===== config.mk =====
export PLATFORM = sky130hd
export DESIGN_NAME = bit_serializer
export DESIGN_NICKNAME = d
export VERILOG_FILES = /design/src/rtl/bit_serializer_pkg.sv /design/src/rtl/ser_shreg.sv /design/src/rtl/bit_serializer.sv
export SDC_FILE = /design/constraint.sdc
export NUM_CORES = 1
export LEC_CHECK = 0
export CORE_MARGIN = 3
export CORE_UTILIZATION = 53
export CTS_CLUSTER_DIAMETER = 150
export CTS_CLUSTER_SIZE = 10
export DETAILED_ROUTE_END_ITERATION = 10
export GPL_TIMING_DRIVEN = 0
export PLACE_DENSITY = 0.82
export SYNTH_ARGS = -nofsm -noshare
export SYNTH_HDL_FRONTEND = slang
export SYNTH_SLANG_ARGS = --single-unit

===== constraint.sdc =====
create_clock -name clk -period 3.32 [get_ports clk]
set_clock_uncertainty 0.2 [all_clocks]
set_input_delay 0.664 -clock clk [delete_from_list [all_inputs] [get_ports clk]]
set_output_delay 0.664 -clock clk [all_outputs]
set_load 0.02 [all_outputs]

===== src/rtl/bit_serializer_pkg.sv =====
// -----------------------------------------------------------------------------
// bit_serializer_pkg
//   Shared definitions for the bit serializer: FSM state encoding and the
//   default word width / counter width.
//   Optional feature macro: SER_PARITY_EN adds the PARITY state.
// -----------------------------------------------------------------------------
package bit_serializer_pkg;

  localparam int DEF_WIDTH = 8;
  localparam int DEF_CNT_W = 3;

  typedef enum logic [1:0] {
    ST_IDLE   = 2'b00,
    ST_SHIFT  = 2'b01
`ifdef SER_PARITY_EN
    ,
    ST_PARITY = 2'b10
`endif
  } state_t;

endpackage


===== src/rtl/ser_shreg.sv =====
// -----------------------------------------------------------------------------
// ser_shreg
//   WIDTH-bit loadable left-shift register. Zeros are shifted in at the LSB.
//   Load has priority over shift.
// Ports:
//   clk    in   rising-edge clock
//   reset  in   asynchronous active-low reset (clears the register)
//   load   in   capture d this edge
//   shift  in   shift left by one this edge
//   d      in   WIDTH-bit load value
//   msb    out  current MSB of the register
// -----------------------------------------------------------------------------
module ser_shreg
  import bit_serializer_pkg::*;
#(
  parameter int WIDTH = DEF_WIDTH
) (
  input  logic             clk,
  input  logic             reset,
  input  logic             load,
  input  logic             shift,
  input  logic [WIDTH-1:0] d,
  output logic             msb
);

  logic [WIDTH-1:0] q;

  always_ff @(posedge clk or negedge reset) begin
    if (!reset) begin
      q <= '0;
    end else if (load) begin
      q <= d;
    end else if (shift) begin
      q <= {q[WIDTH-2:0], 1'b0};
    end
  end

  assign msb = q[WIDTH-1];

endmodule


===== src/rtl/bit_serializer.sv =====
// -----------------------------------------------------------------------------
// bit_serializer
//   Converts a parallel word into an MSB-first serial stream, one bit per
//   cycle, with a registered valid/last qualifier. Back-to-back words are
//   supported: a new word may be accepted on the last bit of a frame.
//   Optional macro SER_PARITY_EN appends an even-parity bit (XOR of all data
//   bits) as the final bit of each frame.
// Parameters:
//   WIDTH  data bits per word (2..32)
//   CNT_W  bit counter width, ceil(log2(WIDTH))
// Ports:
//   clk        in   rising-edge clock
//   reset      in   asynchronous active-low reset
//   in_data    in   parallel word to serialize
//   in_valid   in   in_data is valid this cycle
//   in_ready   out  a word is accepted this cycle if in_valid=1
//   ser_out    out  serial bit (registered)
//   ser_valid  out  ser_out carries a real bit (registered)
//   ser_last   out  final bit of the frame (registered)
// -----------------------------------------------------------------------------
module bit_serializer
  import bit_serializer_pkg::*;
#(
  parameter int WIDTH = DEF_WIDTH,
  parameter int CNT_W = DEF_CNT_W
) (
  input  logic             clk,
  input  logic             reset,
  input  logic [WIDTH-1:0] in_data,
  input  logic             in_valid,
  output logic             in_ready,
  output logic             ser_out,
  output logic             ser_valid,
  output logic             ser_last
);

  state_t           state, state_n;
  logic [CNT_W-1:0] cnt, cnt_n;
  logic             ser_out_n, ser_valid_n, ser_last_n;
  logic             accept, load, shift, shreg_msb;
`ifdef SER_PARITY_EN
  logic             par, par_n;
`endif

  // The shift register is loaded with the word already shifted by one: the
  // MSB goes straight to the ser_out register, so the register's msb is
  // always the next bit to present.
  ser_shreg #(
    .WIDTH (WIDTH)
  ) u_shreg (
    .clk   (clk),
    .reset (reset),
    .load  (load),
    .shift (shift),
    .d     ({in_data[WIDTH-2:0], 1'b0}),
    .msb   (shreg_msb)
  );

  // Ready while idle or on the last bit of a frame; held low during reset.
  assign in_ready = reset & ((state == ST_IDLE) | ser_last);
  assign accept   = in_valid & in_ready;

  always_comb begin
    state_n     = state;
    cnt_n       = cnt;
    ser_out_n   = 1'b0;
    ser_valid_n = 1'b0;
    ser_last_n  = 1'b0;
    load        = 1'b0;
    shift       = 1'b0;
`ifdef SER_PARITY_EN
    par_n       = par;
`endif
    if (accept) begin
      state_n     = ST_SHIFT;
      cnt_n       = CNT_W'(WIDTH - 1);
      ser_out_n   = in_data[WIDTH-1];
      ser_valid_n = 1'b1;
      load        = 1'b1;
`ifdef SER_PARITY_EN
      par_n       = ^in_data;
`endif
    end else begin
      case (state)
        ST_IDLE: begin
          state_n = ST_IDLE;
        end
        ST_SHIFT: begin
          // cnt is the index of the bit currently on ser_out.
          if (cnt != '0) begin
            ser_out_n   = shreg_msb;
            ser_valid_n = 1'b1;
            shift       = 1'b1;
            cnt_n       = cnt - CNT_W'(1);
`ifndef SER_PARITY_EN
            ser_last_n  = (cnt == CNT_W'(1));
`endif
          end else begin
`ifdef SER_PARITY_EN
            state_n     = ST_PARITY;
            ser_out_n   = par;
            ser_valid_n = 1'b1;
            ser_last_n  = 1'b1;
`else
            state_n     = ST_IDLE;
`endif
          end
        end
`ifdef SER_PARITY_EN
        ST_PARITY: begin
          state_n = ST_IDLE;
        end
`endif
        default: begin
          state_n = ST_IDLE;
        end
      endcase
    end
  end

  always_ff @(posedge clk or negedge reset) begin
    if (!reset) begin
      state     <= ST_IDLE;
      cnt       <= '0;
      ser_out   <= 1'b0;
      ser_valid <= 1'b0;
      ser_last  <= 1'b0;
`ifdef SER_PARITY_EN
      par       <= 1'b0;
`endif
    end else begin
      state     <= state_n;
      cnt       <= cnt_n;
      ser_out   <= ser_out_n;
      ser_valid <= ser_valid_n;
      ser_last  <= ser_last_n;
`ifdef SER_PARITY_EN
      par       <= par_n;
`endif
    end
  end

endmodule


## Yosys cells after proc, flatten, opt, wreduce, memory -nomap -nowiden

Index checks and enable logic that the tools add are counted.
Widths: inputs -> output; s select.

- Equal/unequal tests: 3
- Bitwise operators: 3
- Add/sub/neg operators: 1
- Reductions and logical operators: 6
- Mux-type cells: 19

Operator list:

| kind | number |
|---|---|
| $mux 8 | 2 |
| $mux 1 | 11 |
| $mux 3 | 3 |
| $mux 2 | 3 |
| $reduce_bool 2->1 | 3 |
| $eq 3x1->1 const B | 1 |
| $ne 3x3->1 const B | 1 |
| $reduce_bool 3->1 | 1 |
| $sub 3x1->3 const B | 1 |
| $and 1x1->1 | 2 |
| $eq 2x1->1 const B | 1 |
| $logic_not 2->1 | 1 |
| $reduce_and 2->1 | 1 |
| $or 1x1->1 | 1 |

- Register bits after elaboration: 16
- Word-level logic and storage cells: 38

## Longest topological paths before layout

- Depth in word-level cells: 7
- Depth in mapped cells: 6

## Hierarchy

Synthesis repeated with hierarchy kept, for this count alone.

- Cell total of the unflattened synthesis: 62
- Area total of the unflattened synthesis: 725.7 µm²

Modules (own cells, without submodules):

| module | instances | seq. area each (µm²) | area each (µm²) | cells each |
|---|---|---|---|---|
| ser_shreg | 1 | 200.2 | 369.1 | 34 |
| bit_serializer | 1 | 175.2 | 356.6 | 28 |

## Worst setup path before layout

OpenSTA, ideal clock, no wires.

- Path type: flip-flop to output port
- Start point: register ser_last
- End point: output port in_ready
- Buffers on the path: 1
- Required time: 2.456 ns
- Setup slack: 1.446 ns
- Stages on the path, launching flop included: 4
- Arrival: 1.010 ns
- Cells stage by stage: dfrtp_1 -> nor2b_4 -> buf_4 -> nor2b_1

- Longest elaborated chain between the ends: 2

Ends and longest elaborated chain:

| element | RTL line | RTL |
|---|---|---|
| start, declared | bit_serializer.sv:34 | `output logic ser_last` |
| start signal, assigned | bit_serializer.sv:136 | `ser_last <= ser_last_n;` |
| $or 1x1->1 | bit_serializer.sv:60 | `assign in_ready = reset & ((state == ST_IDLE) \| ser_last);` |
| $and 1x1->1 | bit_serializer.sv:60 |  |
| end, declared | bit_serializer.sv:31 | `output logic in_ready,` |

No other way between the ends.

## Worst setup path in the final report

- Start point: input port reset
- End point: output port in_ready

- Longest elaborated chain between the ends: 1

Ends and longest elaborated chain:

| element | RTL line | RTL |
|---|---|---|
| start, declared | bit_serializer.sv:28 | `input logic reset,` |
| $and 1x1->1 | bit_serializer.sv:60 |  |

No other way between the ends.

==> flow_metrics.env <==
export IMPL_fillers=93
export IMPL_die_height_um=43.98
export IMPL_finalWirelength_mm=1.510
export IMPL_port_buffers=14
export IMPL_synthXorXnorAreaFrac_pct=0
export IMPL_cts_hold_buf=0
export IMPL_critPathLaunch="reset"
export IMPL_max_cap_viol_count=0
export IMPL_crit_required_ns=2.46
export IMPL_cts_tree="built"
export IMPL_ys_top_cells_by_count="dfrtp_1 (14), nand3_1 (8), o21ai_0 (8)"
export IMPL_yosys_most_used_dff="dfrtp_1"
export IMPL_start_kind="primary input"
export IMPL_grt_max_degree=17
export IMPL_final_max_slew_viol_count=0
export IMPL_cp_arrival_ns=2.01
export IMPL_synth_net_count=87
export IMPL_finalHoldViolCount=0
export IMPL_place_gp_congestion=0.7370
export IMPL_rows=13
export IMPL_r2r_start="cnt[0]"
export IMPL_netlist_area_um2=764.5
export IMPL_io_pins=15
export IMPL_finalSetupTns_ns=0
export IMPL_crit_end="in_ready"
export IMPL_ys_types=25
export IMPL_grt_pass1_wl_mm=2.511
export IMPL_leakagePower_nw=0.4195
export IMPL_r2r_setup_slack_ns=1.64
export IMPL_synth_warnings=0
export IMPL_ys_seq_elements=14
export IMPL_synthMuxAreaShare_pct=0
export IMPL_drive_above_1_share_pct=20.88
export IMPL_cts_inserted_buffers=3
export IMPL_fin_crit_ns=2.871
export IMPL_synth_simple_area_share_pct=18.33
export IMPL_endpoint_kind="output port"
export IMPL_finalSetupViolCount=0
export IMPL_vias=637
export IMPL_seq_area_frac_synth_pct=45.83
export IMPL_die_area_um2=1934
export IMPL_grt_usage_pct=17.57
export IMPL_clk_latency_ns=0.28
export IMPL_htree_levels=1
export IMPL_place_hpwl_mm=1.074
export IMPL_synth_most_common_cell="dfrtp_1"
export IMPL_antenna_cells=0
export IMPL_routedWlPerCell_um=14.25
export IMPL_antenna_found_initial=0
export IMPL_rsz0062_at_grt="no"
export IMPL_max_slew_margin_rel_pct=53.37
export IMPL_fin_cells=106
export IMPL_synth_area_leaders="dfrtp_1 (46%), a31oi_2 (9.8%), nand3_1 (5.2%), o21ai_0 (5.2%), ha_1 (4.9%)"
export IMPL_finalPower_mw=0.8235
export IMPL_synth_top_family_by_area="compound AO/OA/AOI/OAI gates"
export IMPL_critPathMaxFanout=16
export IMPL_yosys_area_top_type_share_pct=45.83
export IMPL_yosys_area_top_type="dfrtp_1"
export IMPL_first_pass_iters=4
export IMPL_vdd_ir_drop_max_v=0.0005758
export IMPL_nets=106
export IMPL_path_class="primary input to output port"
export IMPL_post_route_period_util_pct=86.46
export IMPL_fmax_mhz=348.4
export IMPL_clkTransAtPathRegs_ns=0.09
export IMPL_synth_compound_area_share_pct=23.40
export IMPL_cts_root_buf="clkbuf_4"
export IMPL_holdWs_ns=0.2107
export IMPL_cts_resized=0
export IMPL_tightestPinTransition_ns=0.6983
export IMPL_cts_buffer_depth=2
export IMPL_grt_ovfl_total=0
export IMPL_synth_edf_count=0
export IMPL_power_density_nw_per_um2=855.9
export IMPL_synth_avg_cell_area_um2=10.47
export IMPL_viasPerCell=6.009
export IMPL_netlist_instances=73
export IMPL_status="completed"
export IMPL_dp_cells=102
export IMPL_postRouteAntennaNets=0
export IMPL_drtIter0Drc=24
export IMPL_hold_class="primary input to asynchronous set/reset pin"
export IMPL_cts_num_sinks=14
export IMPL_start_util_pct=57.32
export IMPL_die_w_um=43.98
export IMPL_synthArstFlopShare_pct=100.0
export IMPL_grt_pass1_vias=577
export IMPL_drc_errors=0
export IMPL_reg2reg_to="u_shreg.q[3]"
export IMPL_post_cts_buffers=0
export IMPL_syn2layout_area_growth_pct=25.86
export IMPL_worstRegToRegCells=6
export IMPL_core_um2=1334
export IMPL_synth_adder_area_share_pct=4.910
[power by group]
part | switching, mW | internal, mW
clock network | 0.0565 | 0.0667
logic | 0.218 | 0.193
registers | 0.0424 | 0.248
total | 0.317 | 0.507
[layout make-up]
cell class	count	area (um^2)	area share, %
clock buffers	4	36.28	3.771
well taps	15	18.77	1.951
inverters	6	22.52	2.341
repair buffers	14	142.6	14.82
plain buffers	5	35.03	3.641
flip-flops and latches	14	350.3	36.41
multi-input cells	48	356.6	37.06
[critical path, cell delays in order]
cell and delay (ns):
dlymetal6s2s_1 0.53, nor2b_1 0.21, clkdlybuf4s50_1 0.60
[per-layer routing]
layer | up-vias | part of all wire, % | track usage, %
met2 | 34 | 46 | 25.87
met3 | 7 | 7.9 | 5.809
met5 | - | 0 | 0
li1 | 301 | - | -
met1 | 295 | 44 | 24.15
met4 | 0 | 1.7 | 6.024
[flip-flops by register name, indices dropped and copies added, names as in the netlist]
name and count:
ser_valid 1, u_shreg.q 7, ser_last 1, ser_out 1, state 1, cnt 3
[stage by stage]
stage | instance area, um^2 | setup WS, ns | utilization [%]
6_report | 962.2 | 0.4494 | 72.14
5_1_grt | 962.2 | 0.3597 | 72.14
4_1_cts | 959.7 | 0.01860 | 71.95
3_5_place_dp | 923.4 | 0.02433 | 69.23
3_3_place_gp | 923.4 | 0.02888 | 69.23
2_1_floorplan | 764.5 | 1.446 | -
[cells by family after synthesis]
group | count (synthesis)
AO/OA/AOI/OAI | 22
adder cells (fa/ha/maj) | 3
buffers and inverters | 11
flip-flops | 14
AND/OR/NAND/NOR | 23
[cells in the final DEF (no fill, tap or decap), types with 2 or more instances in the layout]
cell type / count
o21ai_1: 2
ha_1: 3
nand3_1: 8
a31oi_2: 6
nor3_1: 6
dfrtp_1: 14
clkbuf_4: 3
buf_4: 2
clkdlybuf4s50_1: 13
o21ai_0: 8
inv_1: 6
o22ai_2: 2
nor2b_1: 2
[how the worst min path moves through the flow]
stage,cells after the start,from,slack [ns],end
floorplan,0,reset,0.17,cnt[0]
finish,1,reset,0.21,u_shreg.q[7]
CTS,2,u_shreg.q[1],0.33,u_shreg.q[1]
global route,1,reset,0.24,u_shreg.q[7]
detailed placement,2,u_shreg.q[1],0.31,u_shreg.q[1]
global placement,2,u_shreg.q[1],0.30,u_shreg.q[1]
Power figures use the tool's default switching activity.
